File: config.mk
export PLATFORM = sky130hd
export DESIGN_NAME = snake_body_engine_flat
export DESIGN_NICKNAME = d
export VERILOG_FILES = /design/src/rtl/snake_body_engine_pkg.sv /design/src/rtl/snake_body_engine_if.sv /design/src/rtl/snake_body_engine_next_head.sv /design/src/rtl/snake_body_engine.sv /design/src/flat_wrapper.sv
export SDC_FILE = /design/constraint.sdc
export NUM_CORES = 2
export LEC_CHECK = 0
export CAP_MARGIN = 30
export CORE_MARGIN = 2
export CORE_UTILIZATION = 57
export CTS_BUF_LIST = sky130_fd_sc_hd__clkbuf_16
export DETAILED_ROUTE_END_ITERATION = 12
export PLACE_DENSITY = 0.84
export SLEW_MARGIN = 20
export SYNTH_ARGS = -nofsm -noshare
export SYNTH_HDL_FRONTEND = slang
export SYNTH_SLANG_ARGS = --single-unit
File: constraint.sdc
create_clock -name clk -period 5.3 [get_ports clk]
set_input_delay 0.795 -clock clk [delete_from_list [all_inputs] [get_ports clk]]
set_output_delay 0.795 -clock clk [all_outputs]
set_load 0.03 [all_outputs]
File: src/rtl/snake_body_engine_pkg.sv
// Shared constants, encodings and start-state helpers for the snake body engine.
package snake_body_engine_pkg;

  localparam int CELL      = 10;
  localparam int GRID_W    = 64;
  localparam int GRID_H    = 48;
  localparam int MAX_LEN   = 33;
  localparam int BORDER_X  = 10;
  localparam int BORDER_Y  = 10;
  localparam int START_X   = 320;
  localparam int START_Y   = 240;
  localparam int START_LEN = 3;
  localparam int MAX_X     = (GRID_W - 2) * CELL;
  localparam int MAX_Y     = (GRID_H - 2) * CELL;
  localparam int X_BITS    = 10;
  localparam int Y_BITS    = 9;

  typedef enum logic [1:0] {
    DIR_UP    = 2'b00,
    DIR_DOWN  = 2'b01,
    DIR_LEFT  = 2'b10,
    DIR_RIGHT = 2'b11
  } dir_t;

  typedef enum logic [1:0] {
    ST_IDLE,
    ST_SHIFT,
    ST_CHECK,
    ST_DEAD
  } state_t;

  // Opposite headings share the axis bit and differ only in the sign bit.
  function automatic logic is_reverse(dir_t a, dir_t b);
    return (a[1] == b[1]) && (a[0] != b[0]);
  endfunction

  function automatic logic [MAX_LEN*X_BITS-1:0] start_bus_x();
    logic [MAX_LEN*X_BITS-1:0] b;
    b = '0;
    for (int k = 0; k < MAX_LEN; k++)
      b[(MAX_LEN-k)*X_BITS-1 -: X_BITS] = X_BITS'(START_X - k*CELL);
    return b;
  endfunction

  function automatic logic [MAX_LEN*Y_BITS-1:0] start_bus_y();
    logic [MAX_LEN*Y_BITS-1:0] b;
    b = '0;
    for (int k = 0; k < MAX_LEN; k++)
      b[(MAX_LEN-k)*Y_BITS-1 -: Y_BITS] = Y_BITS'(START_Y);
    return b;
  endfunction

endpackage

File: src/rtl/snake_body_engine_if.sv
// Control inputs and latched render-side outputs of the snake body engine.
interface snake_body_engine_if;
  import snake_body_engine_pkg::*;

  logic                      restart;
  logic                      step;
  logic [1:0]                dir;
  logic                      grow;
  logic                      frame_start;
  logic [X_BITS-1:0]         head_x_d;
  logic [Y_BITS-1:0]         head_y_d;
  logic [7:0]                snake_len_d;
  logic [MAX_LEN*X_BITS-1:0] body_bus_x_d;
  logic [MAX_LEN*Y_BITS-1:0] body_bus_y_d;
  logic                      busy;
  logic                      game_over;

  modport master (
    output restart, step, dir, grow, frame_start,
    input  head_x_d, head_y_d, snake_len_d, body_bus_x_d, body_bus_y_d, busy, game_over
  );

  modport slave (
    input  restart, step, dir, grow, frame_start,
    output head_x_d, head_y_d, snake_len_d, body_bus_x_d, body_bus_y_d, busy, game_over
  );

endinterface

File: src/rtl/snake_body_engine_next_head.sv
// Next head cell for a heading, with a wall flag computed in signed math so underflow is caught.
module snake_next_head
  import snake_body_engine_pkg::*;
(
  input  logic [X_BITS-1:0] head_x,
  input  logic [Y_BITS-1:0] head_y,
  input  dir_t              heading,
  output logic [X_BITS-1:0] next_x,
  output logic [Y_BITS-1:0] next_y,
  output logic              wall
);

  localparam logic signed [10:0] STEP = 11'(CELL);
  localparam logic signed [10:0] LO_X = 11'(BORDER_X);
  localparam logic signed [10:0] LO_Y = 11'(BORDER_Y);
  localparam logic signed [10:0] HI_X = 11'(MAX_X);
  localparam logic signed [10:0] HI_Y = 11'(MAX_Y);

  logic signed [10:0] sx;
  logic signed [10:0] sy;

  always_comb begin
    sx = $signed({1'b0, head_x});
    sy = $signed({2'b00, head_y});
    case (heading)
      DIR_UP:    sy = sy - STEP;
      DIR_DOWN:  sy = sy + STEP;
      DIR_LEFT:  sx = sx - STEP;
      default:   sx = sx + STEP;
    endcase
    wall   = (sx < LO_X) || (sx > HI_X) || (sy < LO_Y) || (sy > HI_Y);
    next_x = sx[X_BITS-1:0];
    next_y = sy[Y_BITS-1:0];
  end

endmodule

File: src/rtl/snake_body_engine.sv
// Live snake state: head move, body shift chain, growth, wall/self collision and frame snapshots.
module snake_body_engine
  import snake_body_engine_pkg::*;
(
  input  logic               clk,
  input  logic               rst_n,
  snake_body_engine_if.slave bus
);

  localparam int XW = MAX_LEN * X_BITS;
  localparam int YW = MAX_LEN * Y_BITS;
  localparam logic [7:0] LEN_MAX   = 8'(MAX_LEN);
  localparam logic [7:0] LEN_START = 8'(START_LEN);

  state_t            state;
  dir_t              heading;
  dir_t              step_dir;
  dir_t              move_dir;
  logic [XW-1:0]     seg_x;
  logic [YW-1:0]     seg_y;
  logic [7:0]        len;
  logic [7:0]        chk_k;
  logic              grow_pend;
  logic              snap_pend;
  logic              snap_req;
  logic              step_ok;
  logic              grow_now;
  logic              wall;
  logic              hit;
  logic [X_BITS-1:0] next_x;
  logic [Y_BITS-1:0] next_y;
  logic [X_BITS-1:0] cmp_x;
  logic [Y_BITS-1:0] cmp_y;

  assign step_dir = is_reverse(dir_t'(bus.dir), heading) ? heading : dir_t'(bus.dir);
  // heading is already updated by the time SHIFT runs, so the same adder serves both states
  assign move_dir = (state == ST_IDLE) ? step_dir : heading;
  assign step_ok  = (state == ST_IDLE) && bus.step;
  assign snap_req = bus.frame_start || snap_pend;
  assign grow_now = grow_pend && (len < LEN_MAX);

  snake_next_head u_next_head (
    .head_x  (seg_x[XW-1 -: X_BITS]),
    .head_y  (seg_y[YW-1 -: Y_BITS]),
    .heading (move_dir),
    .next_x  (next_x),
    .next_y  (next_y),
    .wall    (wall)
  );

  always_comb begin
    cmp_x = '0;
    cmp_y = '0;
    for (int k = 1; k < MAX_LEN; k++) begin
      if (chk_k == 8'(k)) begin
        cmp_x = seg_x[(MAX_LEN-k)*X_BITS-1 -: X_BITS];
        cmp_y = seg_y[(MAX_LEN-k)*Y_BITS-1 -: Y_BITS];
      end
    end
  end

  assign hit = (cmp_x == seg_x[XW-1 -: X_BITS]) && (cmp_y == seg_y[YW-1 -: Y_BITS]);

  always_ff @(posedge clk or negedge rst_n) begin
    if (!rst_n) begin
      state             <= ST_IDLE;
      heading           <= DIR_RIGHT;
      seg_x             <= start_bus_x();
      seg_y             <= start_bus_y();
      len               <= LEN_START;
      chk_k             <= 8'd1;
      grow_pend         <= 1'b0;
      snap_pend         <= 1'b0;
      bus.busy          <= 1'b0;
      bus.game_over     <= 1'b0;
      bus.head_x_d      <= X_BITS'(START_X);
      bus.head_y_d      <= Y_BITS'(START_Y);
      bus.snake_len_d   <= LEN_START;
      bus.body_bus_x_d  <= start_bus_x();
      bus.body_bus_y_d  <= start_bus_y();
    end else if (bus.restart) begin
      state             <= ST_IDLE;
      heading           <= DIR_RIGHT;
      seg_x             <= start_bus_x();
      seg_y             <= start_bus_y();
      len               <= LEN_START;
      chk_k             <= 8'd1;
      grow_pend         <= 1'b0;
      snap_pend         <= 1'b0;
      bus.busy          <= 1'b0;
      bus.game_over     <= 1'b0;
      bus.head_x_d      <= X_BITS'(START_X);
      bus.head_y_d      <= Y_BITS'(START_Y);
      bus.snake_len_d   <= LEN_START;
      bus.body_bus_x_d  <= start_bus_x();
      bus.body_bus_y_d  <= start_bus_y();
    end else begin
      // Defer across an accepted step and its SHIFT so the renderer sees the post-shift state.
      if (state == ST_SHIFT || step_ok) begin
        snap_pend <= snap_req;
      end else if (snap_req) begin
        snap_pend        <= 1'b0;
        bus.head_x_d     <= seg_x[XW-1 -: X_BITS];
        bus.head_y_d     <= seg_y[YW-1 -: Y_BITS];
        bus.snake_len_d  <= len;
        bus.body_bus_x_d <= seg_x;
        bus.body_bus_y_d <= seg_y;
      end

      case (state)
        ST_IDLE: begin
          if (bus.grow) grow_pend <= 1'b1;
          if (bus.step) begin
            heading <= step_dir;
            if (wall) begin
              state         <= ST_DEAD;
              bus.game_over <= 1'b1;
            end else begin
              state    <= ST_SHIFT;
              bus.busy <= 1'b1;
            end
          end
        end
        ST_SHIFT: begin
          seg_x     <= {next_x, seg_x[XW-1:X_BITS]};
          seg_y     <= {next_y, seg_y[YW-1:Y_BITS]};
          grow_pend <= bus.grow;
          chk_k     <= 8'd1;
          if (grow_now) len <= len + 8'd1;
          if (len == 8'd1 && !grow_now) begin
            state    <= ST_IDLE;
            bus.busy <= 1'b0;
          end else begin
            state <= ST_CHECK;
          end
        end
        ST_CHECK: begin
          if (bus.grow) grow_pend <= 1'b1;
          if (hit) begin
            state         <= ST_DEAD;
            bus.busy      <= 1'b0;
            bus.game_over <= 1'b1;
          end else if (chk_k == len - 8'd1) begin
            state    <= ST_IDLE;
            bus.busy <= 1'b0;
          end else begin
            chk_k <= chk_k + 8'd1;
          end
        end
        default: begin
        end
      endcase
    end
  end

endmodule
File: src/flat_wrapper.sv
// flat-port wrapper written by rule: the top's interface ports become plain ports
module snake_body_engine_flat import snake_body_engine_pkg::*;
  (clk, rst_n, bus_restart, bus_step, bus_dir, bus_grow, bus_frame_start, bus_head_x_d, bus_head_y_d, bus_snake_len_d, bus_body_bus_x_d, bus_body_bus_y_d, bus_busy, bus_game_over);
  snake_body_engine_if bus_i ();
  input  logic clk;
  input  logic rst_n;
  input wire logic [$bits(bus_i.restart)-1:0] bus_restart;
  input wire logic [$bits(bus_i.step)-1:0] bus_step;
  input wire logic [$bits(bus_i.dir)-1:0] bus_dir;
  input wire logic [$bits(bus_i.grow)-1:0] bus_grow;
  input wire logic [$bits(bus_i.frame_start)-1:0] bus_frame_start;
  output wire logic [$bits(bus_i.head_x_d)-1:0] bus_head_x_d;
  output wire logic [$bits(bus_i.head_y_d)-1:0] bus_head_y_d;
  output wire logic [$bits(bus_i.snake_len_d)-1:0] bus_snake_len_d;
  output wire logic [$bits(bus_i.body_bus_x_d)-1:0] bus_body_bus_x_d;
  output wire logic [$bits(bus_i.body_bus_y_d)-1:0] bus_body_bus_y_d;
  output wire logic [$bits(bus_i.busy)-1:0] bus_busy;
  output wire logic [$bits(bus_i.game_over)-1:0] bus_game_over;
  assign bus_i.restart = bus_restart;
  assign bus_i.step = bus_step;
  assign bus_i.dir = bus_dir;
  assign bus_i.grow = bus_grow;
  assign bus_i.frame_start = bus_frame_start;
  assign bus_head_x_d = bus_i.head_x_d;
  assign bus_head_y_d = bus_i.head_y_d;
  assign bus_snake_len_d = bus_i.snake_len_d;
  assign bus_body_bus_x_d = bus_i.body_bus_x_d;
  assign bus_body_bus_y_d = bus_i.body_bus_y_d;
  assign bus_busy = bus_i.busy;
  assign bus_game_over = bus_i.game_over;
  snake_body_engine u_core (.clk(clk), .rst_n(rst_n), .bus(bus_i));
endmodule
Word level (Yosys, flattened, before mapping) --
Cells that the tools add are included.
Operators by class: $add $sub $neg 7, $lt $le $gt $ge 5, eq/ne operators 52, multiplexer cells 122, reduce and logical (&&, ||, !) cells 33
Operators with widths (number):
- 330-bit two-way mux | 5
- 297-bit two-way mux | 5
- 10-bit two-way mux | 35
- 9-bit two-way mux | 35
- 8-bit by 5-bit == test with 1-bit output (second input constant) | 16
- 8-bit two-way mux | 9
- 8-bit by 4-bit == test with 1-bit output (second input constant) | 8
- 11-bit case mux with 2 select lines | 2
- 8-bit by 3-bit == test with 1-bit output (second input constant) | 4
- 11-bit by 5-bit < comparator with 1-bit output (second input constant) | 2
- 2-bit two-way mux | 11
- 3-bit inequality test (second input constant) | 6
- 8-bit by 1-bit adder with 8-bit output (second input constant) | 2
- 8-bit by 1-bit == test with 1-bit output (second input constant) | 2
- 8-bit by 2-bit == test with 1-bit output (second input constant) | 2
- 8-bit case mux with 2 select lines | 1
- 1-bit two-way mux | 15
- 3-bit nonzero test | 4
- 10-bit by 4-bit adder with 11-bit output (second input constant) | 1
- 11-bit by 10-bit > comparator with 1-bit output (second input constant) | 1
- 11-bit > comparator (second input constant) | 1
- 10-bit by 4-bit subtractor with 11-bit output (second input constant) | 1
- 9-bit by 4-bit adder with 10-bit output (second input constant) | 1
- 10-bit == test | 1
- 28 further kinds | 49
Storage, ports and cells: register bits 1305, input bits 8, output and inout bits 656, word-level logic and storage cells 234

Logic depth before layout (Yosys ltp) --
depth in word-level cells 38, gate-level depth with buffers 21, mapped depth without buffers 19

Modules after synthesis --
Synthesis repeated with hierarchy kept, for this count alone.
Second synthesis, totals: cells, all modules 6431, area, all modules 60610.6 µm²
Modules (own cells, without submodules):
- snake_body_engine | instances 1, cells an instance 6295, area an instance 59630.9 µm², seq. area each 32802.7 µm²
- snake_next_head | instances 1, cells an instance 136, area an instance 979.7 µm², seq. area each 0.0 µm²

Worst setup path after synthesis --
No wires, ideal clock.
kind input -> register, start point in bus_dir[1], end point reg u_core.bus.busy, setup time 0.125 ns, data arrival time 4.434 ns, required time 5.175 ns, path slack 0.741 ns, cell stages on the path 19, buffers on the path 1, path through xor2_1 -> and3_1 -> nor2_1 -> clkbuf_1 -> nand2_1 -> inv_1 -> fa_1 -> a211oi_1 -> nor2_1 -> or4_1 -> a31oi_1 -> xnor2_1 -> mux2i_1 -> or4bb_1 -> o221ai_1 -> or4_1 -> nand2_1 -> nand4_2 -> mux2_4
On the way: cells in the longest elaborated chain, start to end 13, elaborated cells between the ends (all ways) 19, classes of those cells 4 x order compare; 4 x eq/ne; 4 x mux; 7 x reduce/logical
Ends and longest elaborated chain:
- start, declared | line flat_wrapper.sv:9 | input wire logic [$bits(bus_i.dir)-1:0] bus_dir;
- 1-bit == test | line snake_body_engine_pkg.sv:34 | return (a[1] == b[1]) && (a[0] != b[0]);
- 1-bit logical AND | line snake_body_engine_pkg.sv:34
- 2-bit two-way mux (*) | line snake_body_engine.sv:35 | assign step_dir = is_reverse(dir_t'(bus.dir), heading) ? heading : dir_t'(bus.dir);
- 2-bit two-way mux (*) | line snake_body_engine.sv:37 | assign move_dir = (state == ST_IDLE) ? step_dir : heading;
- 2-bit by 1-bit == test with 1-bit output / 2-bit zero test (equally long branches) | line snake_body_engine_next_head.sv:25 | case (heading)
- 2-bit OR reduction (no line)
- 11-bit case mux with 2 select lines | line snake_body_engine_next_head.sv:25
- 11-bit by 5-bit < comparator with 1-bit output / 11-bit > comparator (equally long branches) | line snake_body_engine_next_head.sv:31 | wall = (sx < LO_X) || (sx > HI_X) || (sy < LO_Y) || (sy > HI_Y);
- 1-bit logical OR (2 in a row) | line snake_body_engine_next_head.sv:31
- 1-bit logical OR (*) | line snake_body_engine_next_head.sv:31
- 3-bit inequality test (no line) (*)
- 5-bit AND reduction (no line) (*)
- end signal, assigned | line snake_body_engine.sv:74 | bus.busy <= 1'b0;
- end signal, assigned | line snake_body_engine.sv:90 | bus.busy <= 1'b0;
- end signal, assigned | line snake_body_engine.sv:120 | bus.busy <= 1'b1;
- end, declared | line snake_body_engine_if.sv:25 | output head_x_d, head_y_d, snake_len_d, body_bus_x_d, body_bus_y_d, busy, game_over
Mark *: on every way between the ends. The rest lies on a longest branch, timed or not. A chain may end at the register's enable or synchronous reset.

Worst setup path after layout --
start point reg u_core.chk_k[0], end point reg u_core.state[0]
On the way: cells in the longest elaborated chain, start to end 38, elaborated cells between the ends (all ways) 105, classes of those cells 36 x eq/ne; 67 x mux; 2 x reduce/logical
Ends and longest elaborated chain:
- start, declared | line snake_body_engine.sv:22 | logic [7:0] chk_k;
- start signal, assigned | line snake_body_engine.sv:147 | chk_k <= chk_k + 8'd1;
- 8-bit by 1-bit == test with 1-bit output | line snake_body_engine.sv:55 | if (chk_k == 8'(k)) begin
- 10-bit two-way mux / 9-bit two-way mux (equally long branches) (32 in a row) | line snake_body_engine.sv:55
- 10-bit == test / 9-bit == test (equally long branches) | line snake_body_engine.sv:62 | assign hit = (cmp_x == seg_x[XW-1 -: X_BITS]) && (cmp_y == seg_y[YW-1 -: Y_BITS]);
- 1-bit logical AND | line snake_body_engine.sv:62
- 2-bit two-way mux | line snake_body_engine.sv:139 | if (hit) begin
- 2-bit case mux with 3 select lines | line snake_body_engine.sv:110 | case (state)
- 2-bit two-way mux | line snake_body_engine.sv:81 | end else if (bus.restart) begin
- end signal, assigned | line snake_body_engine.sv:66 | state <= ST_IDLE;
- end signal, assigned | line snake_body_engine.sv:82 | state <= ST_IDLE;
- end signal, assigned | line snake_body_engine.sv:140 | state <= ST_DEAD;
- end, declared | line snake_body_engine.sv:15 | state_t state;
Several ways; a longest one is shown, not always the timed one.

==> summary.md <==
| Metric | Value |
|---|---|
| Final wirelength | `231000 um` |
| HP Class | `input pin to async pin` |
| Pwr/cell area | `465 nW/um2` |
| CTS tree | `yes` |
| Core region area | `98000 um2` |
| Clk Latency, worst-skew pair | `0.76 ns` |
| PostCTS Resize Cnt | `0` |
| CTS Hold Bufs | `0` |
| Final Critical Period | `4.99 ns` |
| Final period util | `94.1%` |
| Post-synthesis sequential area ratio | `52.8%` |
| Dominant synthesized flop cell | `dfrtp_1` |
| Most common cell in the netlist | `nand2_1` |
| Final GP Congestion | `1.10` |
| Max Slew Vio Count | `0` |
| Fin Clk Skew | `0.0242 ns` |
| Routing usage on met3 | `10.5%` |
| Fillers | `7178` |
| Final worst slack | `0.315 ns` |
| # DRC | `0` |
| Synth cell types | `101` |
| Largest net degree at the start of global routing | `205` |
| Rows | `115` |
| Number of max-cap violations | `0` |
| Pre-CTS setup slack | `0.0822 ns` |
| Number of global-route vias before repair | `51.0k` |
| Share of layout cells above drive strength 1 | `15.0%` |
| Worst-margin pin slew | `1.08 ns` |
| Post-Syn Area | `56100 um2` |
| Worst path required time | `5.95 ns` |
| Crit path DAT | `5.64 ns` |
| Synth cell count leaders | `nand2_1 (1506), dfrtp_1 (661), mux2i_1 (545)` |
| Crit Reg-Reg Startpoint | `u_core.chk_k[0]` |
| Fmax | `201 MHz` |
| Slew HR | `27.8%` |
| Yosys top cell by area | `dfrtp_1` |
| Die Area | `101000 um2` |
| Outcome | `finished, final reports clean` |
| Area grow syn2layout | `21.0%` |
| Final hold vios | `0` |
| Routing layer with the top usage in global route | `met2` |
| Vias/cell | `6.62` |
| Antenna Nets Post-Route | `0` |
| Syn Area/Cell | `9.37 um2` |
| Synth Instances | `5988` |
| Io pins | `664` |
| CP max FO | `27` |
| Global-route wire length before repair | `338000 um` |
| Gr usage total | `44.7%` |
| Crit Path Class | `flip-flop to flip-flop` |
| CTS clk-pin slew, worst paths | `0.07 ns` |
| Starting Density | `57.3%` |
| Worst VDD drop | `0.592 mV` |
| Synth async-reset ratio | `100%` |
| Top-area cell type share of the netlist area | `29.5%` |
| CTS Sinks | `1158` |
| CP startpoint kind | `flip-flop` |
| Root Driver | `clkbuf_16` |
| Setup violators final | `0` |
| Drt pass-1 iters | `10` |
| Synth area leaders | `dfrtp_1 (29%), dfstp_2 (23%), nand2_1 (10%)` |
| Multi-input gate area | `23900 um2` |
| Number of synthesized flops with an enable pin | `0` |
| Flops & latches, synth | `1158` |
| YS warnings | `0` |
| Leak | `28.4 nW` |
| GRT Residual Overflow | `0` |
| CTS buffer count | `114` |
| CTS HTree Levels | `3` |
| Avg WL per Cell | `29.5 um` |
| DP HPWL | `164000 um` |
| Die Y | `318 um` |
| Crit path launch | `u_core.chk_k[0]` |
| Die W | `318 um` |
| Unrepaired setup endpoints after global routing | `false` |
| Setup Fix Bufs, Post-CTS | `0` |
| Syn nets | `6017` |
| CP Capture Type | `flip-flop` |
| Post-layout util | `69.3%` |
| 1st-iter DRT viols | `7653` |
| TNS Setup | `0 ns` |
| Nets@finish | `6480` |
| Storage cell area | `29600 um2` |
| Met2 GRT Util | `68.8%` |
| Initial antenna violation count | `8` |
| Vias | `51.9k` |
| Port Buf Inserts | `663` |
| Met1 Use GR | `59.3%` |
| Clock Path Buffers | `3` |
## critical path, stage by stage, from the launching register on
cell and delay, ns:
dfstp_2 0.65, ha_2 0.76, and3_1 0.29, nand2_1 0.31, o22ai_1 0.64, or2_1 0.22
o21ai_0 0.09, nor4b_1 0.40, nand4_1 0.20, nor4_2 0.29, buf_4 0.17, nand4b_4 0.16
o211ai_4 0.21, buf_4 0.19, a21oi_1 0.07, a211oi_1 0.21
## cells by family (layout without fill, tap and decap cells)
logic type	after synthesis	after routing	synth area share, %
buffers and inverters	613	1176	4.87
AO/OA/AOI/OAI	1123	1123	12.7
multiplexers	550	550	9.83
adder cells (fa/ha/maj)	21	21	0.482
XOR/XNOR	43	43	0.671
other	0	2	0
flip-flops	1158	1158	52.8
AND/OR/NAND/NOR	2480	2480	18.7
## cell type report
cell class                 instances  area share [%]
timing repair buffer             917            13.2
tap                             1287            2.37
clock buffer                     117            4.31
antenna                            2         0.00737
sequential                      1158            43.6
inverter                          43           0.249
clock inverter                    99            1.13
multi-input combinational       4217            35.1
## metal layers
| layer | routed length, um | up-vias |
|---|---|---|
| met4 | 14400 | 8 |
| li1 | - | 21500 |
| met3 | 26300 | 868 |
| met1 | 86800 | 25900 |
| met2 | 104000 | 3672 |
| met5 | 46 | - |
## report_power, final
part           internal (mW)  switching (mW)
logic                   4.14            7.32
clock network           4.42            3.69
registers               10.5            1.50
total                   19.1            12.5
## path summary, 6_finish.rpt
path | to | slack, ns | depth (start not counted)
worst max register to register | u_core.state[0] | 0.31 | 15
min in group clk | u_core.bus.body_bus_x_d[45] | 0.49 | 2
max in group asynchronous | u_core.seg_x[178] | 3.75 | 2
worst min register to register | u_core.bus.body_bus_x_d[45] | 0.49 | 2
worst min-delay path | u_core.bus.body_bus_x_d[73] | 0.11 | 1
worst max-delay path | u_core.state[0] | 0.31 | 15
## per-stage QoR
| stage | std cells | area (um2) | total power [mW] | hold WS [ns] |
|---|---|---|---|---|
| 4_1_cts | 7838 | 67900 | 31.3 | 0.184 |
| 3_3_place_gp | 7622 | 64200 | 22.9 | 0.476 |
| 2_1_floorplan | 5988 | 56100 | 18.7 | 0.471 |
| 6_report | 7840 | 67900 | 31.6 | 0.112 |
| 5_1_grt | 7838 | 67900 | 32.5 | 0.190 |
| 3_5_place_dp | 7622 | 64200 | 23.1 | 0.477 |
## flip-flops by register name (all words and copies together) (netlist names)
name                     count
u_core.bus.body_bus_x_d    298
u_core.seg_x               298
u_core.bus.body_bus_y_d    265
u_core.seg_y               265
u_core.bus.snake_len_d       8
u_core.chk_k                 8
u_core.len                   8
u_core.heading               2
u_core.state                 2
u_core.bus.busy              1
u_core.bus.game_over         1
u_core.grow_pend             1
u_core.snap_pend             1
## cell usage in the layout (no fill, tap or decap), types with 16 or more instances in the layout
cell type / instances
nand2_1: 1506
clkdlybuf4s50_1: 661
dfrtp_1: 659
mux2i_1: 544
dfstp_2: 497
a21oi_1: 479
nor2_1: 435
nand3_1: 278
buf_4: 221
o21ai_0: 135
clkbuf_16: 117
o211ai_1: 77
inv_1: 63
o22ai_1: 55
nor3_1: 45
a22oi_1: 38
a211oi_1: 36
nor2b_1: 34
buf_12: 33
a31oi_1: 31
clkinv_1: 29
a221oi_1: 28
xnor2_1: 27
o221ai_1: 23
or3_1: 21
o21a_1: 21
clkinv_2: 20
nand2b_1: 18
xor2_1: 16
nor4_1: 16
Power figures use the tool's default switching activity.
